`src/rtl/proc_pkg.sv`:
```
// Shared definitions for the accumulator processor: opcodes, bus selects, widths.
// Latency: n/a (declarations only).
// Backpressure: n/a.
package proc_pkg;

    localparam int DW        = 16;
    localparam int AW        = 6;
    localparam int MEM_DEPTH = 64;
    localparam int NREG      = 8;

    typedef logic [DW-1:0] word_t;

    localparam logic [2:0] OP_NOP   = 3'd0;
    localparam logic [2:0] OP_MOV   = 3'd1;
    localparam logic [2:0] OP_ADD   = 3'd2;
    localparam logic [2:0] OP_SUB   = 3'd3;
    localparam logic [2:0] OP_AND   = 3'd4;
    localparam logic [2:0] OP_STORE = 3'd5;
    localparam logic [2:0] OP_INC   = 3'd6;
    localparam logic [2:0] OP_JMPZ  = 3'd7;

    localparam logic [2:0] SEL_AR  = 3'd0;
    localparam logic [2:0] SEL_PC  = 3'd1;
    localparam logic [2:0] SEL_DR  = 3'd2;
    localparam logic [2:0] SEL_RA  = 3'd3;
    localparam logic [2:0] SEL_RB  = 3'd4;
    localparam logic [2:0] SEL_RC  = 3'd5;
    localparam logic [2:0] SEL_TR  = 3'd6;
    localparam logic [2:0] SEL_MEM = 3'd7;

    // Register-file slot 7 holds AC: sel 7 means MEM on the bus and for STORE,
    // but means AC for INC, so parking AC there makes INC a plain indexed update.
    localparam logic [2:0] REG_AC = 3'd7;

    // Ops that drive the internal bus onto A_bus/MUX_out.
    function automatic logic reads_bus(input logic [2:0] op);
        return (op == OP_MOV) || (op == OP_ADD) || (op == OP_SUB) ||
               (op == OP_AND) || (op == OP_JMPZ);
    endfunction

endpackage

```
`src/rtl/proc_alu.sv`:
```
// Accumulator ALU: MOV/ADD/SUB/AND of AC with the bus value, plus zero detect.
// Latency: combinational.
// Backpressure: none.
// Ports: op (3b opcode), ac/bus (16b operands) -> result (16b), zero.
module proc_alu
    import proc_pkg::*;
(
    input  logic [2:0] op,
    input  word_t      ac,
    input  word_t      bus,
    output word_t      result,
    output logic       zero
);

    always_comb begin
        result = ac;
        case (op)
            OP_MOV:  result = bus;
            OP_ADD:  result = ac + bus;
            OP_SUB:  result = ac - bus;
            OP_AND:  result = ac & bus;
            default: result = ac;
        endcase
        zero = (result == '0);
    end

endmodule

```
`src/rtl/processor_top.sv`:
```
// Single-cycle 16-bit accumulator processor: decoder, bus mux, register file, 64x16 RAM.
// Latency: one instruction per clock; registered results visible one cycle after IR.
// Backpressure: none; an instruction is consumed every clock.
// Ports: clk/rst (sync, active-high); IR instruction in; A_bus/MUX_out/write combinational
// bus observation; Z_Flag, out (TR), counter_in (last IR), AC_out, PC_out, ram_addr (AR) registered.
module processor_top
    import proc_pkg::*;
(
    input  logic          clk,
    input  logic          rst,
    input  logic [5:0]    IR,
    output logic [3:0]    A_bus,
    output logic [DW-1:0] MUX_out,
    output logic          write,
    output logic          Z_Flag,
    output logic [DW-1:0] out,
    output logic [5:0]    counter_in,
    output logic [DW-1:0] AC_out,
    output logic [DW-1:0] PC_out,
    output logic [DW-1:0] ram_addr
);

    logic [2:0]    op;
    logic [2:0]    sel;
    logic [AW-1:0] mem_addr;
    logic          bus_rd;
    word_t         bus;
    word_t         alu_res;
    logic          alu_zero;

    // Slots 0..6 follow the sel encoding (AR, PC, DR, RA, RB, RC, TR); slot 7 is AC.
    word_t      regs_q [NREG];
    word_t      regs_d [NREG];
    word_t      mem_q  [MEM_DEPTH];
    word_t      mem_d  [MEM_DEPTH];
    logic       z_q, z_d;
    logic [5:0] counter_q, counter_d;

    assign op       = IR[5:3];
    assign sel      = IR[2:0];
    assign mem_addr = regs_q[SEL_AR][AW-1:0];
    assign bus      = (sel == SEL_MEM) ? mem_q[mem_addr] : regs_q[sel];
    assign bus_rd   = reads_bus(op);

    assign A_bus   = bus_rd ? {1'b1, sel} : 4'b0000;
    assign MUX_out = bus_rd ? bus : '0;
    assign write   = (op == OP_STORE) && (sel == SEL_MEM);

    proc_alu u_alu (
        .op     (op),
        .ac     (regs_q[REG_AC]),
        .bus    (bus),
        .result (alu_res),
        .zero   (alu_zero)
    );

    always_comb begin
        regs_d    = regs_q;
        mem_d     = mem_q;
        z_d       = z_q;
        counter_d = IR;
        // Default PC advance; STORE PC and a taken JMPZ override it, and
        // INC PC leaves it alone so the net effect is a single +1.
        regs_d[SEL_PC] = regs_q[SEL_PC] + 16'd1;
        case (op)
            OP_MOV, OP_ADD, OP_SUB, OP_AND: begin
                regs_d[REG_AC] = alu_res;
                z_d            = alu_zero;
            end
            OP_STORE: begin
                if (sel == SEL_MEM) begin
                    mem_d[mem_addr] = regs_q[REG_AC];
                end else begin
                    regs_d[sel] = regs_q[REG_AC];
                end
            end
            OP_INC: begin
                if (sel != SEL_PC) begin
                    regs_d[sel] = regs_q[sel] + 16'd1;
                end
            end
            OP_JMPZ: begin
                if (z_q) begin
                    regs_d[SEL_PC] = bus;
                end
            end
            default: ;
        endcase
    end

    always_ff @(posedge clk) begin
        if (rst) begin
            for (int i = 0; i < NREG; i++) begin
                regs_q[i] <= '0;
            end
            for (int i = 0; i < MEM_DEPTH; i++) begin
                mem_q[i] <= '0;
            end
            z_q       <= 1'b0;
            counter_q <= '0;
        end else begin
            regs_q    <= regs_d;
            mem_q     <= mem_d;
            z_q       <= z_d;
            counter_q <= counter_d;
        end
    end

    assign Z_Flag     = z_q;
    assign out        = regs_q[SEL_TR];
    assign counter_in = counter_q;
    assign AC_out     = regs_q[REG_AC];
    assign PC_out     = regs_q[SEL_PC];
    assign ram_addr   = regs_q[SEL_AR];

endmodule

```
`config.mk`:
```
export PLATFORM = sky130hd
export DESIGN_NAME = processor_top
export DESIGN_NICKNAME = d
export VERILOG_FILES = /design/src/rtl/proc_pkg.sv /design/src/rtl/proc_alu.sv /design/src/rtl/processor_top.sv
export SDC_FILE = /design/constraint.sdc
export NUM_CORES = 2
export LEC_CHECK = 0
export CORE_AREA = 2 2 352 284
export CTS_BUF_LIST = sky130_fd_sc_hd__clkbuf_8 sky130_fd_sc_hd__clkbuf_16
export DETAILED_ROUTE_END_ITERATION = 10
export DIE_AREA = 0 0 354 286
export PLACE_DENSITY = 0.73
export SETUP_SLACK_MARGIN = 0.02
export SLEW_MARGIN = 20
export SYNTH_ARGS = -nofsm -noshare
export SYNTH_HDL_FRONTEND = slang
export SYNTH_SLANG_ARGS = --single-unit
```
`constraint.sdc`:
```
create_clock -name clk -period 7.9 [get_ports clk]
set_input_delay 1.975 -clock clk [delete_from_list [all_inputs] [get_ports clk]]
set_output_delay 1.975 -clock clk [all_outputs]
set_load 0.02 [all_outputs]
```
==> results.txt <==
STA classifies the critical path startpoint as a register. On the final layout, the worst clock skew is 0.0601 ns. The part of the power in registers is 0.474.

The fraction of final layout cells with drive strength greater than 1 came out at 0.102. Among all flip-flop cells after synthesis, the most frequent one is sky130_fd_sc_hd__dfxtp_1. Pin placement for this block handled 100 I/O pins. For the worst-skew pair, the clock arrives at the later sink with an insertion delay of 0.79 ns.

Worst hold path class: reg2reg. The dominant combinational cell family by area after synthesis is simple AND/OR/NAND/NOR gates. The mux share of post-synthesis cell area came out at 0.0907. The power dissipated by switching net loads came out at 3410 µW.

The launching point of the worst reg2reg path is ram_addr[1]. TritonCTS built the clock tree. After detailed routing, the number of remaining DRC violations is 0.

Largest net degree at the start of global routing: 243. The share of the yosys chip area belonging to registers was 0.434; the flop and latch count out of synthesis was 1159. The average size of a mapped cell is 7.90 µm². The floorplan step set the die height to 286 µm. The Yosys step of the flow raised 0 warnings.

In this run the core area contains 103 standard-cell rows. The logs give 1 for the number of setup violations in the final report and 0.0233 mm² for the footprint of the flip-flops and latches. The cell-internal power was 9230 µW. The depth of the most critical reg-to-reg path works out to 22. The clock group share of total power is 0.444. Setup repair after global routing left no endpoint under its margin.

Setup total negative slack on the finished layout was measured at -0.0943 ns. The post-synthesis share of cell area spent on xor and xnor gates came out at 0.00868. The design draws 12600 µW.

The count of unique library cells instantiated by Yosys was 91; the shortest period the worst path allows was 7.99 ns. The run gives 0.101 mm² as the floorplan die area. The switching part of the total works out to 0.270. The area fraction in and, or, nand and nor cells after synthesis was 0.208.

From synthesis to final layout, the design area changed by 10.5%. The area inside the core boundary was 0.0979 mm²; the areal power density over the cells was 214 mW/mm². The logs give 0 for the final hold violation count and 0 for the number of buffers inserted by post-CTS setup repair. The detailed router finished its first iteration with 8833 violations. In this run the most critical hold path is launched from mem_q[987]. The total wire length is 219 mm, and the worst-case vdd ir drop is 0.000212 V.

The first detailed-routing pass ran for 9 iterations. The logs give 3 for the number of H-tree levels and 1.09 for the final weighted congestion in routability-driven placement. Along the worst path, the maximum fanout reaches 34. The number of pins exceeding their max-slew limit in the final report came out at 0.

The total instance count after detailed placement is 7768, and the highest achievable clock rate is 125 MHz. After detailed routing, the average wire length per cell comes to 27.4 µm. Summed over all nets, the half-perimeter wirelength after detailed placement is 139 mm. The share of the core filled with cells in the final layout is 0.603. The flow ran to the end, but the final reports show violations. After global routing the overflow that remains totals 0. The tools report the hold-critical path endpoint as mem_q[987]. STA puts the critical path data required time at 5.93 ns. The adder and majority gate portion of the synthesized area was 0.00482; the starting density of the core was 0.546. The number of cells traversed by the worst hold path works out to 2. The cell sitting at the root of the clock tree is a sky130_fd_sc_hd__clkbuf_16. The clock net in this run drives a total of 1159 sinks. Dividing the detail-routed via count by the number of cells gives 6.53. The data arrival time at the worst-slack endpoint was 6.02 ns.

The number of hold buffers added after CTS was 0. The width of the die was 354 µm. The count of antenna-violating nets left after detailed routing was 0; the count of flip-flops with a built-in enable after synthesis was 0. The share of flip-flops with an asynchronous set or reset is 0, and the number of antenna violations at the first check in global routing is 12.

Summed over all cells, the static leakage comes to 0.0186 µW. The run gives 0.416 as the aggregate global-route resource usage. The post-synthesis compound-gate area fraction was 0.194; the total clock buffers created by CTS was 112. Final critical-path setup slack: -0.0943 ns.

The tools report the kind of capture point of the worst setup path as an output port. Number of global-route vias before repair: 47250. The run gives 0 as the number of gates resized after CTS.

Counting along the longest clock path gives a buffer depth of 3. At the pin with the least slew margin, the transition time is 1.30 ns. Summing over every cut layer, the via total after detailed routing is 52116.

The checks that failed: setup timing. Synthesis produced a netlist with a net count of 6797. The final layout contains 6598 nets.

The critical path is of the reg2out type. In this run the critical register-to-register path is captured at Z_Flag. The filler cell count is 8660, and the final cell count without fillers is 7981.

The cell area after synthesis is 0.0535 mm², and the count of port buffers added during placement is 99. The minimum setup slack among reg-to-reg paths came out at 0.52 ns. The logs give 318 mm for the wire length of the first global-routing pass and 0.129 for the tightest slew margin relative to the limit. The part of the cycle the worst path needs was 1.01; the multi-input gate area in the final layout was 0.0271 mm².

Proportion of power drawn by combinational gates: 0.082. Clock-pin slew was measured on the worst setup and hold paths at 0.06 ns. The max capacitance violation total is 0, and the synthesized instance count is 6769.
[cells by family (layout without fill, tap and decap cells)]
group | Yosys count | in the layout
flops | 1159 | 1159
simple gates | 2785 | 2785
buf+inv | 690 | 585
xor+xnor | 53 | 53
fa+ha+maj | 20 | 20
compound gates | 1721 | 1721
mux | 341 | 341
other cells | 0 | 5
[power by group through the flow]
stage	Clock [µW]	Combinational (µW)	Sequential, µW
after floorplan	0	670	6010
final	5610	1040	5980
after global placement	0	986	6110
after CTS	5590	985	5970
after global routing	5830	1060	5980
after detailed placement	0	982	6100
[worst max-delay path by stage]
stage	endpoint	slack (ns)	cells past startpoint	start
floorplan	Z_Flag	1.22	23	IR[1]
global placement	AC_out[15]	0.45	21	IR[1]
detailed placement	Z_Flag	0.37	22	IR[1]
CTS	MUX_out[10]	0.49	9	ram_addr[2]
global route	MUX_out[10]	0.19	9	ram_addr[2]
finish	MUX_out[13]	-0.09	9	ram_addr[1]
[cells in the mapped netlist, types with 9 or more instances]
| cell | instances | area, µm² |
|---|---|---|
| sky130_fd_sc_hd__nand2_1 | 2260 | 8480 |
| sky130_fd_sc_hd__dfxtp_1 | 1159 | 23200 |
| sky130_fd_sc_hd__a21oi_1 | 1113 | 5570 |
| sky130_fd_sc_hd__clkbuf_1 | 472 | 1770 |
| sky130_fd_sc_hd__nor2_1 | 280 | 1050 |
| sky130_fd_sc_hd__mux2i_1 | 152 | 1520 |
| sky130_fd_sc_hd__a211oi_1 | 108 | 811 |
| sky130_fd_sc_hd__mux4_2 | 99 | 2230 |
| sky130_fd_sc_hd__buf_4 | 94 | 706 |
| sky130_fd_sc_hd__a22oi_1 | 84 | 631 |
| sky130_fd_sc_hd__mux2_2 | 76 | 856 |
| sky130_fd_sc_hd__a221oi_1 | 74 | 648 |
| sky130_fd_sc_hd__o21ai_0 | 73 | 365 |
| sky130_fd_sc_hd__buf_2 | 53 | 265 |
| sky130_fd_sc_hd__o22ai_1 | 42 | 263 |
| sky130_fd_sc_hd__nand3_1 | 36 | 180 |
| sky130_fd_sc_hd__nor3_1 | 36 | 180 |
| sky130_fd_sc_hd__nand2b_1 | 33 | 206 |
| sky130_fd_sc_hd__xnor2_1 | 30 | 263 |
| sky130_fd_sc_hd__a221o_1 | 29 | 290 |
| sky130_fd_sc_hd__buf_6 | 29 | 327 |
| sky130_fd_sc_hd__and2_1 | 26 | 163 |
| sky130_fd_sc_hd__inv_1 | 23 | 86.3 |
| sky130_fd_sc_hd__xor2_1 | 23 | 201 |
| sky130_fd_sc_hd__a31oi_1 | 21 | 131 |
| sky130_fd_sc_hd__ha_1 | 19 | 238 |
| sky130_fd_sc_hd__nor2b_1 | 19 | 119 |
| sky130_fd_sc_hd__o221ai_1 | 19 | 166 |
| sky130_fd_sc_hd__a32oi_1 | 18 | 158 |
| sky130_fd_sc_hd__and3_1 | 16 | 100 |
| sky130_fd_sc_hd__o22a_1 | 15 | 131 |
| sky130_fd_sc_hd__and3b_1 | 14 | 123 |
| sky130_fd_sc_hd__nand3b_1 | 13 | 97.6 |
| sky130_fd_sc_hd__nand4_1 | 12 | 75.1 |
| sky130_fd_sc_hd__nor3b_1 | 12 | 90.1 |
| sky130_fd_sc_hd__o211ai_1 | 12 | 90.1 |
| sky130_fd_sc_hd__buf_1 | 11 | 41.3 |
| sky130_fd_sc_hd__a222oi_1 | 9 | 90.1 |
| sky130_fd_sc_hd__o21a_1 | 9 | 67.6 |
[through the flow]
stage / hold slack (ns) / cell area (µm²) / worst slack [ns]
after floorplan: 0.432 / 53500 / 1.22
after global placement: 0.437 / 55200 / 0.446
after detailed placement: 0.443 / 55200 / 0.374
after CTS: 0.452 / 59100 / 0.493
after global routing: 0.466 / 59100 / 0.189
final: 0.450 / 59100 / -0.0943
[per-layer routing]
metal / global-route usage / part of all wire
met5: 0.0140 / 0.0013
met2: 0.570 / 0.40
met3: 0.157 / 0.16
met4: 0.227 / 0.064
met1: 0.561 / 0.38
[worst max-delay path, cell delays in order, from the launching register on]
cell	delay (ns)
sky130_fd_sc_hd__dfxtp_4	0.86
sky130_fd_sc_hd__buf_4	0.36
sky130_fd_sc_hd__nor2b_2	0.71
sky130_fd_sc_hd__buf_4	0.39
sky130_fd_sc_hd__a221oi_1	0.19
sky130_fd_sc_hd__o21ai_0	0.93
sky130_fd_sc_hd__a221oi_1	0.46
sky130_fd_sc_hd__a41o_1	0.48
sky130_fd_sc_hd__nor2_1	0.17
sky130_fd_sc_hd__clkdlybuf4s50_1	0.62
[sequential cells by signal (all words and copies together), names as in the netlist]
| name | count |
|---|---|
| counter_in | 6 |
| PC_out | 16 |
| ram_addr | 16 |
| AC_out | 16 |
| Z_Flag | 1 |
| regs_q | 64 |
| mem_q | 1024 |
| out | 16 |
[placed cells by master (no fill, tap or decap), drive strengths merged, types with 37 or more instances in the layout]
cell type | netlist | final
dfxtp | 1159 | 1159
nand2 | 2260 | 2260
buf | 189 | 253
a211oi | 110 | 110
nor2 | 281 | 281
mux2 | 85 | 85
nor3 | 37 | 37
a21oi | 1113 | 1113
inv | 25 | 50
mux4 | 104 | 104
a22oi | 84 | 84
mux2i | 152 | 152
clkbuf | 472 | 137
a221oi | 79 | 79
o22ai | 42 | 42
clkdlybuf4s50 | 0 | 95
o21ai | 77 | 77
[final cells by class]
type                       instances  area share
clock inverter                    71      0.0116
clock buffer                     137      0.0535
timing repair buffer             348      0.0522
inverter                          29     0.00184
multi-input combinational       4920       0.459
antenna                            5    0.000212
tap                             1312      0.0278
sequential                      1159       0.394
(Power assumes the default switching activity.)
